===== config.mk =====
export PLATFORM = sky130hd
export DESIGN_NAME = wb_rr_arbiter_flat
export DESIGN_NICKNAME = d
export VERILOG_FILES = /design/src/rtl/wb_rr_arbiter_pkg.sv /design/src/rtl/wb_rr_arbiter_if.sv /design/src/rtl/wb_rr_pick.sv /design/src/rtl/wb_rr_arbiter.sv /design/src/flat_wrapper.sv
export SDC_FILE = /design/constraint.sdc
export NUM_CORES = 1
export LEC_CHECK = 0
export CORE_AREA = 2 2 111 113
export DETAILED_ROUTE_END_ITERATION = 8
export DIE_AREA = 0 0 113 115
export GPL_ROUTABILITY_DRIVEN = 0
export GPL_TIMING_DRIVEN = 0
export PLACE_DENSITY_LB_ADDON = 0.1
export RECOVER_POWER = 100
export SLEW_MARGIN = 0
export SYNTH_ARGS = -nofsm -noshare
export SYNTH_HDL_FRONTEND = slang
export SYNTH_SLANG_ARGS = --single-unit

===== constraint.sdc =====
create_clock -name clk_i -period 1.5 [get_ports clk_i]
set_input_delay 0.225 -clock clk_i [delete_from_list [all_inputs] [get_ports clk_i]]
set_output_delay 0.225 -clock clk_i [all_outputs]
set_load 0.05 [all_outputs]

===== src/rtl/wb_rr_arbiter_pkg.sv =====
// rtl/wb_rr_arbiter_pkg.sv - shared types and width helpers for the round-robin Wishbone arbiter
package wb_rr_arbiter_pkg;

  typedef enum logic {
    ST_IDLE  = 1'b0,
    ST_OWNED = 1'b1
  } arb_state_t;

  // Index width never drops to zero so a single-master build still elaborates.
  function automatic int idx_width(input int n);
    return (n > 1) ? $clog2(n) : 1;
  endfunction

  function automatic int cnt_width(input int t);
    return (t > 0) ? $clog2(t + 1) : 1;
  endfunction

endpackage


===== src/rtl/wb_rr_arbiter_if.sv =====
// rtl/wb_rr_arbiter_if.sv - bundled master-side and slave-side Wishbone signals of the arbiter
interface wb_rr_arbiter_if #(
  parameter int NUM_MASTERS = 2,
  parameter int AW          = 32,
  parameter int DW          = 32
);
  logic [NUM_MASTERS-1:0]        wbm_cyc_i;
  logic [NUM_MASTERS-1:0]        wbm_stb_i;
  logic [NUM_MASTERS-1:0]        wbm_we_i;
  logic [NUM_MASTERS*AW-1:0]     wbm_adr_i;
  logic [NUM_MASTERS*DW-1:0]     wbm_dat_i;
  logic [NUM_MASTERS*DW/8-1:0]   wbm_sel_i;
  logic [DW-1:0]                 wbm_dat_o;
  logic [NUM_MASTERS-1:0]        wbm_ack_o;
  logic [NUM_MASTERS-1:0]        wbm_err_o;
  logic                          wbs_cyc_o;
  logic                          wbs_stb_o;
  logic                          wbs_we_o;
  logic [AW-1:0]                 wbs_adr_o;
  logic [DW-1:0]                 wbs_dat_o;
  logic [DW/8-1:0]               wbs_sel_o;
  logic [DW-1:0]                 wbs_dat_i;
  logic                          wbs_ack_i;
  logic                          wbs_err_i;

  // slave: the arbiter itself, a slave to the masters; master: the surrounding masters and RAM.
  modport slave (
    input  wbm_cyc_i, wbm_stb_i, wbm_we_i, wbm_adr_i, wbm_dat_i, wbm_sel_i,
    input  wbs_dat_i, wbs_ack_i, wbs_err_i,
    output wbm_dat_o, wbm_ack_o, wbm_err_o,
    output wbs_cyc_o, wbs_stb_o, wbs_we_o, wbs_adr_o, wbs_dat_o, wbs_sel_o
  );

  modport master (
    output wbm_cyc_i, wbm_stb_i, wbm_we_i, wbm_adr_i, wbm_dat_i, wbm_sel_i,
    output wbs_dat_i, wbs_ack_i, wbs_err_i,
    input  wbm_dat_o, wbm_ack_o, wbm_err_o,
    input  wbs_cyc_o, wbs_stb_o, wbs_we_o, wbs_adr_o, wbs_dat_o, wbs_sel_o
  );
endinterface


===== src/rtl/wb_rr_pick.sv =====
// rtl/wb_rr_pick.sv - combinational round-robin picker: first requester above last_owner, wrapping
module wb_rr_pick #(
  parameter int N  = 2,
  parameter int IW = 1
) (
  input  logic [N-1:0]  req,
  input  logic [IW-1:0] last_owner,
  output logic [N-1:0]  grant,
  output logic [IW-1:0] index,
  output logic          valid
);
  int   hi_idx;
  int   lo_idx;
  logic hi_found;

  // Descending scan leaves the lowest requester overall and the lowest one above last_owner.
  always_comb begin
    hi_idx   = 0;
    lo_idx   = 0;
    hi_found = 1'b0;
    valid    = 1'b0;
    for (int i = N - 1; i >= 0; i--) begin
      if (req[i]) begin
        lo_idx = i;
        valid  = 1'b1;
        if (i > int'(last_owner)) begin
          hi_idx   = i;
          hi_found = 1'b1;
        end
      end
    end
    index = hi_found ? IW'(hi_idx) : IW'(lo_idx);
    grant = '0;
    for (int i = 0; i < N; i++) begin
      grant[i] = valid && (int'(index) == i);
    end
  end
endmodule


===== src/rtl/wb_rr_arbiter.sv =====
// rtl/wb_rr_arbiter.sv - round-robin Wishbone B4 classic arbiter with CYC-envelope ownership
module wb_rr_arbiter
  import wb_rr_arbiter_pkg::*;
#(
  parameter int NUM_MASTERS = 2,
  parameter int AW          = 32,
  parameter int DW          = 32,
  parameter int TIMEOUT     = 255
) (
  input  logic                   clk_i,
  input  logic                   rst_i,
  wb_rr_arbiter_if.slave         bus,
  output logic [NUM_MASTERS-1:0] grant_o,
  output logic                   timeout_o
);
  localparam int IW = idx_width(NUM_MASTERS);
  localparam int CW = cnt_width(TIMEOUT);
  localparam int SW = DW / 8;

  arb_state_t             state_q, state_d;
  logic [NUM_MASTERS-1:0] grant_q, grant_d;
  logic [IW-1:0]          last_q, last_d;
  logic [CW-1:0]          wd_q, wd_d;

  logic [NUM_MASTERS-1:0] pick_grant;
  logic [IW-1:0]          pick_idx;
  logic                   pick_valid;

  logic                   own_cyc, own_stb, own_we;
  logic [AW-1:0]          own_adr;
  logic [DW-1:0]          own_dat;
  logic [SW-1:0]          own_sel;
  logic                   raw_stb, wd_fire, slv_err;

  wb_rr_pick #(.N(NUM_MASTERS), .IW(IW)) u_pick (
    .req        (bus.wbm_cyc_i),
    .last_owner (last_q),
    .grant      (pick_grant),
    .index      (pick_idx),
    .valid      (pick_valid)
  );

  // grant_q is all-zero outside OWNED, so this mux yields zeros on the slave side when idle.
  always_comb begin
    own_cyc = |(bus.wbm_cyc_i & grant_q);
    own_stb = |(bus.wbm_stb_i & grant_q);
    own_we  = |(bus.wbm_we_i & grant_q);
    own_adr = '0;
    own_dat = '0;
    own_sel = '0;
    for (int i = 0; i < NUM_MASTERS; i++) begin
      own_adr = own_adr | ({AW{grant_q[i]}} & bus.wbm_adr_i[i*AW +: AW]);
      own_dat = own_dat | ({DW{grant_q[i]}} & bus.wbm_dat_i[i*DW +: DW]);
      own_sel = own_sel | ({SW{grant_q[i]}} & bus.wbm_sel_i[i*SW +: SW]);
    end
  end

  assign raw_stb = own_cyc & own_stb;
  assign wd_fire = (TIMEOUT != 0) && raw_stb && (wd_q == CW'(TIMEOUT));
  assign slv_err = bus.wbs_err_i | wd_fire;

  assign bus.wbs_cyc_o = own_cyc;
  assign bus.wbs_stb_o = raw_stb & ~wd_fire;
  assign bus.wbs_we_o  = own_we;
  assign bus.wbs_adr_o = own_adr;
  assign bus.wbs_dat_o = own_dat;
  assign bus.wbs_sel_o = own_sel;

  // Err dominates a simultaneous ack, and a watchdog pulse masks any late slave ack.
  assign bus.wbm_ack_o = grant_q & {NUM_MASTERS{bus.wbs_ack_i & ~slv_err}};
  assign bus.wbm_err_o = grant_q & {NUM_MASTERS{slv_err}};
  assign bus.wbm_dat_o = (state_q == ST_OWNED) ? bus.wbs_dat_i : '0;
  assign grant_o       = grant_q;
  assign timeout_o     = wd_fire;

  always_comb begin
    state_d = state_q;
    grant_d = grant_q;
    last_d  = last_q;
    wd_d    = '0;
    case (state_q)
      ST_IDLE: begin
        if (pick_valid) begin
          state_d = ST_OWNED;
          grant_d = pick_grant;
          last_d  = pick_idx;
        end
      end
      ST_OWNED: begin
        if (!own_cyc) begin
          state_d = ST_IDLE;
          grant_d = '0;
        end
      end
      default: begin
        state_d = ST_IDLE;
        grant_d = '0;
      end
    endcase
    if ((TIMEOUT != 0) && raw_stb && !bus.wbs_ack_i && !bus.wbs_err_i && !wd_fire) begin
      wd_d = wd_q + 1'b1;
    end
  end

  // last_owner starts at the top index so master 0 wins the first arbitration.
  always_ff @(posedge clk_i or posedge rst_i) begin
    if (rst_i) begin
      state_q <= ST_IDLE;
      grant_q <= '0;
      last_q  <= IW'(NUM_MASTERS - 1);
      wd_q    <= '0;
    end else begin
      state_q <= state_d;
      grant_q <= grant_d;
      last_q  <= last_d;
      wd_q    <= wd_d;
    end
  end
endmodule


===== src/flat_wrapper.sv =====
// flat-port wrapper written by rule: the top's interface ports become plain ports
module wb_rr_arbiter_flat import wb_rr_arbiter_pkg::*;
#(
  parameter int NUM_MASTERS = 2,
  parameter int AW          = 32,
  parameter int DW          = 32,
  parameter int TIMEOUT     = 255
)
  (clk_i, rst_i, grant_o, timeout_o, bus_wbm_cyc_i, bus_wbm_stb_i, bus_wbm_we_i, bus_wbm_adr_i, bus_wbm_dat_i, bus_wbm_sel_i, bus_wbs_dat_i, bus_wbs_ack_i, bus_wbs_err_i, bus_wbm_dat_o, bus_wbm_ack_o, bus_wbm_err_o, bus_wbs_cyc_o, bus_wbs_stb_o, bus_wbs_we_o, bus_wbs_adr_o, bus_wbs_dat_o, bus_wbs_sel_o);
  wb_rr_arbiter_if #(.NUM_MASTERS(NUM_MASTERS), .AW(AW), .DW(DW)) bus_i ();
  input  logic clk_i;
  input  logic rst_i;
  output logic [NUM_MASTERS-1:0] grant_o;
  output logic timeout_o;
  input wire logic [$bits(bus_i.wbm_cyc_i)-1:0] bus_wbm_cyc_i;
  input wire logic [$bits(bus_i.wbm_stb_i)-1:0] bus_wbm_stb_i;
  input wire logic [$bits(bus_i.wbm_we_i)-1:0] bus_wbm_we_i;
  input wire logic [$bits(bus_i.wbm_adr_i)-1:0] bus_wbm_adr_i;
  input wire logic [$bits(bus_i.wbm_dat_i)-1:0] bus_wbm_dat_i;
  input wire logic [$bits(bus_i.wbm_sel_i)-1:0] bus_wbm_sel_i;
  input wire logic [$bits(bus_i.wbs_dat_i)-1:0] bus_wbs_dat_i;
  input wire logic [$bits(bus_i.wbs_ack_i)-1:0] bus_wbs_ack_i;
  input wire logic [$bits(bus_i.wbs_err_i)-1:0] bus_wbs_err_i;
  output wire logic [$bits(bus_i.wbm_dat_o)-1:0] bus_wbm_dat_o;
  output wire logic [$bits(bus_i.wbm_ack_o)-1:0] bus_wbm_ack_o;
  output wire logic [$bits(bus_i.wbm_err_o)-1:0] bus_wbm_err_o;
  output wire logic [$bits(bus_i.wbs_cyc_o)-1:0] bus_wbs_cyc_o;
  output wire logic [$bits(bus_i.wbs_stb_o)-1:0] bus_wbs_stb_o;
  output wire logic [$bits(bus_i.wbs_we_o)-1:0] bus_wbs_we_o;
  output wire logic [$bits(bus_i.wbs_adr_o)-1:0] bus_wbs_adr_o;
  output wire logic [$bits(bus_i.wbs_dat_o)-1:0] bus_wbs_dat_o;
  output wire logic [$bits(bus_i.wbs_sel_o)-1:0] bus_wbs_sel_o;
  assign bus_i.wbm_cyc_i = bus_wbm_cyc_i;
  assign bus_i.wbm_stb_i = bus_wbm_stb_i;
  assign bus_i.wbm_we_i = bus_wbm_we_i;
  assign bus_i.wbm_adr_i = bus_wbm_adr_i;
  assign bus_i.wbm_dat_i = bus_wbm_dat_i;
  assign bus_i.wbm_sel_i = bus_wbm_sel_i;
  assign bus_i.wbs_dat_i = bus_wbs_dat_i;
  assign bus_i.wbs_ack_i = bus_wbs_ack_i;
  assign bus_i.wbs_err_i = bus_wbs_err_i;
  assign bus_wbm_dat_o = bus_i.wbm_dat_o;
  assign bus_wbm_ack_o = bus_i.wbm_ack_o;
  assign bus_wbm_err_o = bus_i.wbm_err_o;
  assign bus_wbs_cyc_o = bus_i.wbs_cyc_o;
  assign bus_wbs_stb_o = bus_i.wbs_stb_o;
  assign bus_wbs_we_o = bus_i.wbs_we_o;
  assign bus_wbs_adr_o = bus_i.wbs_adr_o;
  assign bus_wbs_dat_o = bus_i.wbs_dat_o;
  assign bus_wbs_sel_o = bus_i.wbs_sel_o;
  wb_rr_arbiter #(.NUM_MASTERS(NUM_MASTERS), .AW(AW), .DW(DW), .TIMEOUT(TIMEOUT)) u_core (.clk_i(clk_i), .rst_i(rst_i), .bus(bus_i), .grant_o(grant_o), .timeout_o(timeout_o));
endmodule

Word level (Yosys, flattened, before mapping):

Index checks and enable logic that the tools add are counted.

* add/subtract/negate cells: 1
* multiply operators: 0
* div/mod/pow operators: 0
* $lt $le $gt $ge: 1
* eq/ne operators: 3
* shift-type cells: 0
* multiplexer cells: 17
* bitwise logic cells: 22
* reductions and logical operators: 14

Operators by type and width (count)
* bitwise AND 32 bit: 4
* OR 32 bit: 2
* 2-to-1 mux 32 bit: 1
* 2-to-1 mux 1 bit: 11
* bitwise AND 2 bit: 5
* adder 8 x 1 -> 8 bit (second input constant): 1
* bitwise AND 4 bit: 2
* == test 8 bit (second input constant): 1
* 2-to-1 mux 8 bit: 1
* logical AND 1 bit: 6
* OR reduction 2 bit: 3
* 2-to-1 mux 2 bit: 2
* NOT 1 bit: 4
* OR 4 bit: 1
* case mux 2 bit (2 select lines): 1
* AND reduction 2 bit: 2
* bitwise AND 1 bit: 3
* zero test 1 bit: 3
* inequality test 2 x 1 -> 1 bit (second input constant): 1
* inequality test 2 bit (second input constant): 1
* case mux 1 bit (2 select lines): 1
* greater-than comparator 1 bit (first input constant): 1
* OR 1 bit: 1

* register bits: 12
* latch bits: 0
* bits in writable memories: 0
* ROM bits: 0
* input port bits: 178
* output and inout bits: 110
* word-level logic and storage cells: 62
* memories kept: 0

Depth between registers and ports, before layout:

* depth after elaboration: 8
* depth in mapped cells: 5
* mapped depth without buffers: 5

Cells and area by module:

From an unflattened synthesis, not the netlist that was laid out.

* cells, all modules: 198
* area total of the unflattened synthesis: 1592.8 sq um

Modules (own cells, without submodules)
* wb_rr_arbiter: instances 1, cells an instance 193, area an instance 1560.2 sq um, sequential area each 301.5 sq um
* wb_rr_pick: instances 1, cells an instance 5, area an instance 32.5 sq um, sequential area each 0.0 sq um

Least setup slack after synthesis:

No wires, ideal clock.

* kind: register to output
* start point: register u_core.grant_q[1] (netlist: u_core.grant_o[1])
* end point: output port bus_wbm_ack_o[1]
* arrival time: 2.224 ns
* required time: 1.275 ns
* path slack: -0.949 ns
* cell stages (with the launch flop): 5
* path buffers: 2
* cell sequence: dfrtp_1 > buf_2 > buf_2 > nand2_1 > nor3_1

* longest elaborated chain between the ends: 8
* elaborated cells between the ends (all ways): 10
* classes of those cells: bitwise (7); reduce/logical (3)

RTL lines
* start, declared: RTL line wb_rr_arbiter.sv:21 `logic [NUM_MASTERS-1:0] grant_q, grant_d;`
* start signal, assigned: RTL line wb_rr_arbiter.sv:114 `grant_q <= grant_d;`
* bitwise AND 2 bit, on equally long branches: RTL line wb_rr_arbiter.sv:45, wb_rr_arbiter.sv:46
* OR reduction 2 bit, on equally long branches: RTL line wb_rr_arbiter.sv:45, wb_rr_arbiter.sv:46
* bitwise AND 1 bit: RTL line wb_rr_arbiter.sv:58 `assign raw_stb = own_cyc & own_stb;`
* logical AND 1 bit: RTL line wb_rr_arbiter.sv:59 `assign wd_fire = (TIMEOUT != 0) && raw_stb && (wd_q == CW'(TIMEOUT));`
* OR 1 bit: RTL line wb_rr_arbiter.sv:60 `assign slv_err = bus.wbs_err_i | wd_fire;`
* NOT 1 bit: RTL line wb_rr_arbiter.sv:70 `assign bus.wbm_ack_o = grant_q & {NUM_MASTERS{bus.wbs_ack_i & ~slv_err}};`
* bitwise AND 1 bit: RTL line wb_rr_arbiter.sv:70
* bitwise AND 2 bit *: RTL line wb_rr_arbiter.sv:70
* end, declared: RTL line flat_wrapper.sv:25 `output wire logic [$bits(bus_i.wbm_ack_o)-1:0] bus_wbm_ack_o;`

Mark *: on every way between the ends. The rest lies on a longest branch, timed or not.

Final worst setup path:

* start point: register u_core.grant_q[1] (netlist: u_core.grant_o[1])
* end point: output port bus_wbm_err_o[0]

* longest elaborated chain between the ends: 6
* elaborated cells between the ends (all ways): 8
* classes of those cells: bitwise (5); reduce/logical (3)

RTL lines
* bitwise AND 2 bit, on equally long branches: RTL line wb_rr_arbiter.sv:45, wb_rr_arbiter.sv:46
* OR reduction 2 bit, on equally long branches: RTL line wb_rr_arbiter.sv:45, wb_rr_arbiter.sv:46
* bitwise AND 1 bit *: RTL line wb_rr_arbiter.sv:58
* logical AND 1 bit *: RTL line wb_rr_arbiter.sv:59
* OR 1 bit *: RTL line wb_rr_arbiter.sv:60
* bitwise AND 2 bit *: RTL line wb_rr_arbiter.sv:71 `assign bus.wbm_err_o = grant_q & {NUM_MASTERS{slv_err}};`
* end, declared: RTL line flat_wrapper.sv:26 `output wire logic [$bits(bus_i.wbm_err_o)-1:0] bus_wbm_err_o;`

Marked as above.

==> impl_results.md <==
- # fillers: ~1,200
- Antenna diode count: 0
- Worst r2r path cells: 8
- Routed wire length: 12,300 um
- Total gr overflow: 0
- CP endpoint: bus_wbm_err_o[0]
- DR vias/cell: approximately 4.3
- Hold-fix buffers, CTS: 0
- Synth Warn #: 0
- Met3 Routed Length: 970 um
- Hold_sp: bus_wbm_cyc_i[1]
- Clk slew on worst S/H paths: 0.04 ns
- Share of layout cells above drive strength 1: 0.482
- Antenna Violating Nets Remaining: 0
- Worst Setup End Kind: output port
- Total power draw: between 10 and 15 mW
- Worst Path Required: between 1 and 1.5 ns
- Post-Route Utilization: 0.453
- Violated checks: design-rule violations, negative setup slack
- Gate Count Post-Synth: 197
- Post-DR wirelength/cell: around 19 um
- Area of the core: ~12,000 um2
- Critical Path Source Type: flip-flop
- First-pass GRT wire length: approximately 17,000 um
- Number of global-route vias before repair: 2,738
- Die Area: 13,000 um2
- Setup_tns: -10.70 ns
- I/O Buffers: about 290
- Cell Rows: 40
- # H-tree levels: 1
- Min cycle time layout: ~1.7 ns
- Mapped Nets: around 380
- Die width: 113 um
- Final slew viol count: 0
- Cell Pwr Density: 2030 nW/um2
- P&R area growth vs syn: 233%
- I/O pin total: between 200 and 300
- Final worst-path cycle share: 1.15
- CTS tree: done
- Slew @ Worst Pin: roughly 0.46 ns
- Initial drt markers: 110
- Crit path max fanout: 7
- Final setup fails: between 70 and 80
- Static Leak: ~2.3 nW
- Status: finished with violations
- FF+latch count, synth: 12
- Per-instance average area after synthesis: roughly 8 um2
- DR pass1 iterations: 6
- Max_cap viols: 0
- Deepest clock path buffer count: 2
- Arr. time, crit path: 1.50 ns
- Root Driver: clkbuf_16
- Setup Skew: 0.00303 ns
- FF-to-FF Start: u_core.wd_q[1]
- Starting Density: 0.136
- Top Layer Used: met4
- Total vias in the final route: between 2,000 and 3,000
- DR WL met2: between 6000 and 7000 um
- Met1 Wirelength: about 4700 um
- Sequential area share after synthesis: 0.188
- Post-detail-place hpwl: 10,000 um
- Clock tree sinks: 12
- Slew headroom: 0.691
- Die height: about 120 um
- Hold Vio Cnt, Final: 0
- Post-Syn Area: around 1600 um2
- # DRC: 20
- Crit. Startpoint: u_core.grant_o[1]
- Pin count of the biggest net entering global routing: 13
- R2R Path End: u_core.wd_q[3]
- Number of buffers created by CTS: 3
- Clock Latency Late Sink: 0.24 ns
- Overall routing resource usage: 0.166
- Crit Path Class: reg2out
- Initial antenna violation count: 0
- Fmax: between 0.5 and 0.6 GHz
- Hold Crit Class: in2reg
- VDD IR max: ~900 uV
- Worst reg2reg setup slack: ~0.050 ns
- Unrepaired setup endpoints after global routing: true
- Final #Nets: between 600 and 700
- Final worst slack: -0.221 ns
- Post-synthesis cell type count: 32
[routing by layer]
layer	track usage	up-vias
met4	0.0122	0
met3	0.0438	4
met1	0.198	1313
met5	0	-
li1	-	1374
met2	0.313	102
[critical path, cell delays in order, from the launching register on]
cell	delay, ns
dfrtp_2	0.46
nand3_2	0.12
nand2_4	0.05
o21a_4	0.25
o21a_4	0.23
buf_8	0.14
[repair_timing]
| item | 4_1_cts | 5_1_grt |
|---|---|---|
| endpoints found under the setup margin | 110 | 109 |
| gates cloned | 2 | 0 |
| resized for setup | 720 | 93 |
| pin swaps | 4 | 10 |
| buffers inserted | 8 | 12 |
[final cells by class]
| cell class | instances | area [um2] | share of cell area |
|---|---|---|---|
| timing repair buffer | 307 | 3100 | 0.579 |
| multi-input combinational | 161 | 1450 | 0.271 |
| sequential | 12 | 304 | 0.0568 |
| buffer | 22 | 230 | 0.0430 |
| tap | 147 | 184 | 0.0343 |
| clock buffer | 4 | 78.8 | 0.0147 |
| inverter | 2 | 7.51 | 0.00140 |
[report_power, final]
| group | switching (mW) | internal (mW) | leakage [nW] |
|---|---|---|---|
| Sequential | 0.0833 | 0.395 | 0.157 |
| Combinational | 5.94 | 3.97 | 2.15 |
| Clock | 0.129 | 0.357 | 0.0382 |
[metrics by stage]
step           instances  setup WS [ns]  hold WS [ns]  area [um2]
6_report             655         -0.221         0.311        5360
2_1_floorplan        197         -0.213        0.0888        1750
5_1_grt              655         -0.268         0.365        5360
4_1_cts              643         -0.222         0.306        4980
3_3_place_gp         629         -0.948         0.482        4790
3_5_place_dp         629         -0.951         0.489        4790
[cell usage after synthesis (all sizes together)]
library cell	number	area, um2
o21a	4	37.5
o21ai	4	23.8
nand2b	1	6.26
and2	32	200
o22ai	2	12.5
dfrtp	11	275
inv	2	7.51
nor2	11	51.3
ha	1	12.5
nand2	8	30.0
nand3	6	30.0
dfstp	1	26.3
a22o	70	613
nor3	5	25.0
nand4	1	6.26
buf	18	103
a21oi	4	20.0
a311oi	1	8.76
xor2	4	35.0
and4	1	8.76
nor2b	1	6.26
xnor2	1	8.76
a41oi	1	8.76
nor3b	1	7.51
a22oi	1	21.3
and3	1	6.26
clkbuf	4	15.0
[kinds of logic after synthesis]
logic type	count (synthesis)	share of synthesized area
AO/OA/AOI/OAI	87	0.464
AND/OR/NAND/NOR	68	0.235
buffers and inverters	24	0.0779
flip-flops	12	0.188
XOR/XNOR	5	0.0273
adder cells (fa/ha/maj)	1	0.00779
[flip-flops by register name, summed over array words and instances (netlist names)]
| signal | flops |
|---|---|
| u_core.last_q | 1 |
| u_core.wd_q | 8 |
| u_core.grant_o | 2 |
| u_core.state_q | 1 |
[worst min-delay path by stage]
stage                           endpoint  slack [ns]  cells after the start
final                     u_core.state_q        0.31                      3
after global routing      u_core.state_q        0.37                      3
after CTS                 u_core.state_q        0.31                      3
after detailed placement  u_core.wd_q[7]        0.49                      1
after global placement     u_core.last_q        0.48                      2
after floorplan           u_core.state_q        0.09                      1
[cells in the final DEF (no fill, tap or decap), types with 3 or more instances in the layout]
cell type,netlist,routed
dfrtp_1,11,9
a22o_4,0,10
clkdlybuf4s50_1,0,172
o21a_4,1,3
nor2_1,9,7
nand3_1,6,3
clkbuf_16,0,3
buf_8,0,17
o21ai_0,3,3
xor2_1,4,4
clkbuf_4,0,28
nand2_1,8,7
nor2_4,1,4
buf_6,2,73
a22o_2,0,58
and2_1,32,32
a21oi_1,4,4
buf_4,0,31
(Power assumes the default switching activity.)
